$ cat config.mk
export PLATFORM = sky130hd
export DESIGN_NAME = gpio_input_conditioner
export DESIGN_NICKNAME = d
export VERILOG_FILES = /design/src/rtl/gpio_input_conditioner_pkg.sv /design/src/rtl/gpio_debounce.sv /design/src/rtl/gpio_input_conditioner.sv
export SDC_FILE = /design/constraint.sdc
export NUM_CORES = 1
export LEC_CHECK = 0
export CELL_PAD_IN_SITES_DETAIL_PLACEMENT = 1
export CELL_PAD_IN_SITES_GLOBAL_PLACEMENT = 1
export CORE_MARGIN = 1
export CORE_UTILIZATION = 24
export DETAILED_ROUTE_END_ITERATION = 10
export GPL_TIMING_DRIVEN = 0
export MAX_ROUTING_LAYER = met4
export PLACE_DENSITY = 0.57
export SYNTH_ARGS = -nofsm -noshare
export SYNTH_HDL_FRONTEND = slang
export SYNTH_HIERARCHICAL = 1
export SYNTH_SLANG_ARGS = --single-unit
$ cat constraint.sdc
create_clock -name clk -period 1.15 [get_ports clk]
set_input_delay 0.23 -clock clk [delete_from_list [all_inputs] [get_ports clk]]
set_output_delay 0.23 -clock clk [all_outputs]
set_load 0.05 [all_outputs]
$ cat src/rtl/gpio_input_conditioner_pkg.sv
// rtl/gpio_input_conditioner_pkg.sv - shared defaults for the gpio input conditioner
package gpio_input_conditioner_pkg;

    // Default width tracks the upstream gpio instance; debounce depth is in synchronised cycles.
    localparam int GPIO_LENGTH_DEFAULT    = 4;
    localparam int GPIO_DB_CYCLES_DEFAULT = 4;

    function automatic int db_cnt_width(input int db_cycles);
        return $clog2(db_cycles + 1);
    endfunction

endpackage

$ cat src/rtl/gpio_debounce.sv
// rtl/gpio_debounce.sv - one-bit synchroniser plus counter debouncer with accept strobe
module gpio_debounce
    import gpio_input_conditioner_pkg::*;
#(
    parameter int DB_CYCLES = GPIO_DB_CYCLES_DEFAULT
) (
    input  logic clk,
    input  logic rst,
    input  logic raw,
    output logic level,
    output logic sync,
    output logic accept
);

    localparam int CNT_W = db_cnt_width(DB_CYCLES);

    logic             sync1;
    logic             sync2;
    logic [CNT_W-1:0] cnt;

    // accept is true in the cycle whose edge commits sync2 into level
    assign accept = (sync2 != level) && (cnt == CNT_W'(DB_CYCLES - 1));
    assign sync   = sync2;

    always_ff @(posedge clk or negedge rst) begin
        if (!rst) begin
            sync1 <= 1'b0;
            sync2 <= 1'b0;
            cnt   <= '0;
            level <= 1'b0;
        end else begin
            sync1 <= raw;
            sync2 <= sync1;
            if (sync2 == level) begin
                cnt <= '0;
            end else if (accept) begin
                level <= sync2;
                cnt   <= '0;
            end else begin
                cnt <= cnt + CNT_W'(1);
            end
        end
    end

endmodule

$ cat src/rtl/gpio_input_conditioner.sv
// rtl/gpio_input_conditioner.sv - per-pin debounce, edge events, sticky pending bits and irq
module gpio_input_conditioner
    import gpio_input_conditioner_pkg::*;
#(
    parameter int length    = GPIO_LENGTH_DEFAULT,
    parameter int DB_CYCLES = GPIO_DB_CYCLES_DEFAULT
) (
    input  logic              clk,
    input  logic              rst,
    input  logic [length-1:0] gpio_read,
    input  logic [length-1:0] irq_rise_en,
    input  logic [length-1:0] irq_fall_en,
    input  logic [length-1:0] irq_clear,
    output logic [length-1:0] pin_level,
    output logic [length-1:0] irq_pending,
    output logic              irq
);

    logic [length-1:0] sync_lvl;
    logic [length-1:0] accept;
    logic [length-1:0] rise_evt;
    logic [length-1:0] fall_evt;

    for (genvar i = 0; i < length; i++) begin : g_bit
        gpio_debounce #(
            .DB_CYCLES(DB_CYCLES)
        ) u_debounce (
            .clk   (clk),
            .rst   (rst),
            .raw   (gpio_read[i]),
            .level (pin_level[i]),
            .sync  (sync_lvl[i]),
            .accept(accept[i])
        );
    end

    assign rise_evt = accept &  sync_lvl & irq_rise_en;
    assign fall_evt = accept & ~sync_lvl & irq_fall_en;

    // New events are OR'd in after the clear so a coincident event survives the clear.
    always_ff @(posedge clk or negedge rst) begin
        if (!rst) begin
            irq_pending <= '0;
        end else begin
            irq_pending <= (irq_pending & ~irq_clear) | rise_evt | fall_evt;
        end
    end

    assign irq = |irq_pending;

endmodule

## Yosys cells after proc, flatten, opt, wreduce, memory -nomap -nowiden

Cells that the tools add are included.

- Register bits after elaboration: 28
- Bits in latches: 0
- Output and inout bits: 9
- ROM bits: 0
- Input port bits: 18
- Logic and storage cells: 63
- Memory bits (writable): 0
- Memories kept: 0

- Divide/modulo/power cells: 0
- $lt $le $gt $ge: 0
- Reduce and logical (&&, ||, !) cells: 9
- Eq/ne operators: 12
- Multiplexer cells: 8
- Add/sub/neg operators: 4
- Bitwise logic cells: 13
- Shift-type cells: 0
- Multiply operators: 0

Operator list:

| cell | count |
|---|---|
| $mux W3 | 8 |
| $and A4 B4 Y4 | 5 |
| $add A3 B1 Y3 const B | 4 |
| $eq A3 B2 Y1 const B | 4 |
| $not A4 Y4 | 2 |
| $or A4 B4 Y4 | 2 |
| $reduce_and A2 Y1 | 4 |
| $eq A1 B1 Y1 | 4 |
| $logic_and A1 B1 Y1 | 4 |
| $ne A1 B1 Y1 | 4 |
| $not A1 Y1 | 4 |
| $reduce_or A4 Y1 | 1 |

## Logic depth before layout (Yosys ltp)

- Depth in word-level cells: 6
- Gate-level depth with buffers: 5

## By module

Netlist, hierarchy kept.

By module, submodules not included:

| module | instances | area an instance (um2) | cells an instance |
|---|---|---|---|
| gpio_debounce | 4 | 222.7 | 14 |
| gpio_input_conditioner | 1 | 201.4 | 21 |

## Worst setup path after synthesis

Ideal clock, no wire load.

- Kind: reg-to-output
- Start: reg irq_pending[2]
- End: out irq
- Cell stages (with the launch flop): 3
- Arrival time: 1.164 ns
- Setup slack: -0.244 ns
- Path through: dfrtp_1 > inv_1 > nand4_1

- Word-level cells in the longest chain between the ends: 1

Ends and longest elaborated chain:

| element | RTL line | RTL |
|---|---|---|
| from (decl) | gpio_input_conditioner.sv:15 | `output logic [length-1:0] irq_pending,` |
| from (signal assigned) | gpio_input_conditioner.sv:45 | `irq_pending <= (irq_pending & ~irq_clear) \| rise_evt \| fall_evt;` |
| $reduce_or A4 Y1 | gpio_input_conditioner.sv:49 | `assign irq = \|irq_pending;` |
| to (decl) | gpio_input_conditioner.sv:16 | `output logic irq` |

Every way passes these cells.

## Final worst setup path

- Start: reg irq_pending[3]
- End: out irq

Same word-level chain as after synthesis.

==> flow_summary.toml <==
[layout]
layout-drive-gt1-share_pct = 51.7
nNetsFinal = 143
final_cells = 172
antenna_cells = 0
multi_input_area_um2 = 468
area_delta_synth_final_pct = 52.6
regArea_um2 = 709
fillers = 456

[synth]
ys_types = 12
seq_area_frac_synth_pct = 64.1
synthArstFlopShare_pct = 100
synth_warnings = 6
syn_inst = 77
syn_avg_cell_area_um2 = 14.2
synth_nets = 99
synthTopCellsByCount = "28 x dfrtp_1, 8 x inv_1, 8 x nor3b_1"
synth_seq_cells = 28
synth_edf_count = 0
synth_top_area_share_pct = 64.1
ys_top_cells_by_area = "dfrtp_1 64%, nor3b_1 5.5%, nor2b_4 5.0%"
synth_top_area_cell = "dfrtp_1"
syn_area_um2 = 1090
synth_most_common_cell = "dfrtp_1"
synth-main-ff-cell = "dfrtp_1"

[floorplan]
core_um2 = 4350
die_area_um2 = 4820
fp-row-count = 24
die_width_um = 69.5
io_pins = 27
initial_core_util_pct = 25.1
die_h_um = 69.5

[setup_path]
crit_path_cell_trace = "inv_2, nand4_1, buf_6"
critPathKind = "reg2out"
start_kind = "flip-flop"
critPathCaptureType = "output port"
cp.arrival_ps = 1030
slowest_delay_ps = 420
crit_fanout = 2
cp_data_required_time_ps = 920
slowest_stage = "dfrtp_2"

[route]
wl_per_cell_um = 12.8
route.detailed.drc = 0
postRouteAntennaNets = 0
route.vias.total = 750
drt-total-wl_um = 2210
first_pass_iters = 2
viasPerCell = 4.36
dr.first_iter.drc_count = 12

[power_and_ir_drop]
combPwrFrac_pct = 46.0
power_density_nw_per_um2 = 2110
pwr-share-seq_pct = 38.6
swShare_pct = 35.9
pwr-share-clk_pct = 15.4
vdd.ir_drop.worst_uv = 825
leakage_nw = 0.733
power_switching_mw = 1.26
p_int_mw = 2.26

[clock_tree]
htreeDepth = 1
clk_latency_ps = 270
holdBufCountCts = 0
cts_tree = "yes"
clk_pin_slew_ps = 100
cts_buffers = 3
clockBufferDepth = 2
cts_sinks = 28
cts_root_buf = "clkbuf_8"

[timing]
fin_crit_sh_pct = 110
hold_viol_final = 0
setup_slack_ps = -109
min_period_ps = 1260
slew_viol_final = 0
skew_ps = 5.75
max-slew-margin-rel_pct = 52.8
setup_viol = 3
rsz0062_at_grt = "yes"
max_freq_mhz = 794
worstMarginPinSlew_ps = 707

[run_status]
violations = "negative setup slack"
outcome = "finished, violations left"

[global_route]
track_usage_pct = 10.5
grtUsageMet1_pct = 12.9
overflow = 0
met3_usage_pct = 3.63
met2_usage_pct = 16.7
grt.busiest_layer = "met2"
antenna_found_initial = 0
grt_start_max_net_pins = 29
grt_pass1_wl_um = 3820
grt_pass1_vias = 803

[placement]
dp.cells = 155
place_ws_ps = -737
place_congestion = 0.625
dp_hpwl_um = 1500
io_buffers = 26

[run]
maxCapViolCount = 0

[worst_hold_path]
hold_path_class = "in2async"
==> stage by stage <==
step	setup TNS (ps)	power (mW)	hold WS, ps	util, %	cell area (um^2)
6_report	-170	3.52	91.3	38.3	1670
5_1_grt	-475	3.76	146	38.3	1670
4_1_cts	-133	3.33	114	35.7	1560
3_5_place_dp	-20850	2.65	336	33.4	1460
3_3_place_gp	-19370	2.59	334	33.4	1460
2_1_floorplan	-147	2.24	-65.6	-	1130
==> state kept, by name, summed over array words and instances (netlist names) <==
register and flops:
g_bit.u_debounce/sync1 4, g_bit.u_debounce/cnt 12, g_bit.u_debounce/level 4, g_bit.u_debounce/sync 4, irq_pending 4
==> placed cells by master (no fill, tap or decap), types with 2 or more instances in the layout <==
cell type	Yosys	layout
nor3_1	4	3
buf_6	0	4
o22ai_1	4	2
dfrtp_2	0	7
mux2i_1	4	4
ha_2	0	4
nor2b_4	4	6
xnor2_2	0	3
inv_1	8	2
dfrtp_1	28	21
buf_4	0	17
nor3b_1	8	7
mux2_4	0	4
clkdlybuf4s50_1	0	16
inv_2	0	6
clkbuf_8	0	3
o22ai_2	0	2
==> metal layers <==
metal	vias to the layer above	wire length, um
met1	382	948
li1	348	-
met4	0	19
met5	-	0
met3	2	108
met2	18	1130
==> final timing paths <==
| path | from | end | slack (ps) | depth (start not counted) |
|---|---|---|---|---|
| max | irq_pending[3] | irq | -110 | 3 |
| min | rst | g_bit[3].u_debounce/cnt[2] | 90 | 1 |
| max reg2reg | g_bit[1].u_debounce/cnt[0] | g_bit[1].u_debounce/level | -10 | 3 |
| min reg2reg | g_bit[1].u_debounce/sync1 | g_bit[1].u_debounce/sync | 360 | 0 |
| max in group asynchronous | rst | irq_pending[2] | 560 | 1 |
| min in group clk | g_bit[1].u_debounce/sync1 | g_bit[1].u_debounce/sync | 360 | 0 |
==> power by group through the flow <==
stage / Sequential [mW] / Clock (mW) / Combinational (mW)
finish: 1.36 / 0.542 / 1.62
global route: 1.39 / 0.616 / 1.76
CTS: 1.35 / 0.571 / 1.40
detailed placement: 1.40 / 0 / 1.25
global placement: 1.38 / 0 / 1.21
floorplan: 1.69 / 0 / 0.553
==> cell type report <==
cell class | instances | share of cell area (%)
flip-flops and latches | 28 | 42.6
multi-input cells | 41 | 28.1
repair buffers | 39 | 20.9
well taps | 52 | 3.90
clock buffers | 4 | 2.70
inverters | 8 | 1.80
==> kinds of logic (layout without fill, tap and decap cells) <==
family          count (synthesis)  after routing  share of synthesized area, %
buf+inv                         8             51                          2.75
mux                             8              8                          7.79
fa+ha+maj                       4              4                          4.58
simple gates                   21             21                          15.2
xor+xnor                        4              4                          3.21
flops                          28             28                          64.1
compound gates                  4              4                          2.29
==> worst max-delay path: cells and delay by family (launching register included) <==
kind / cells / cell delay [ps]
buffers and inverters: 2 / 230
DFF: 1 / 420
and+or+nand+nor: 1 / 100
==> what timing repair did <==
action,4_1_cts,5_1_grt
buffers inserted,9,4
gates resized for setup,60,22
pin swaps,3,6
setup endpoints to repair,41,19
Note: power is estimated with default switching activity, not from simulation.
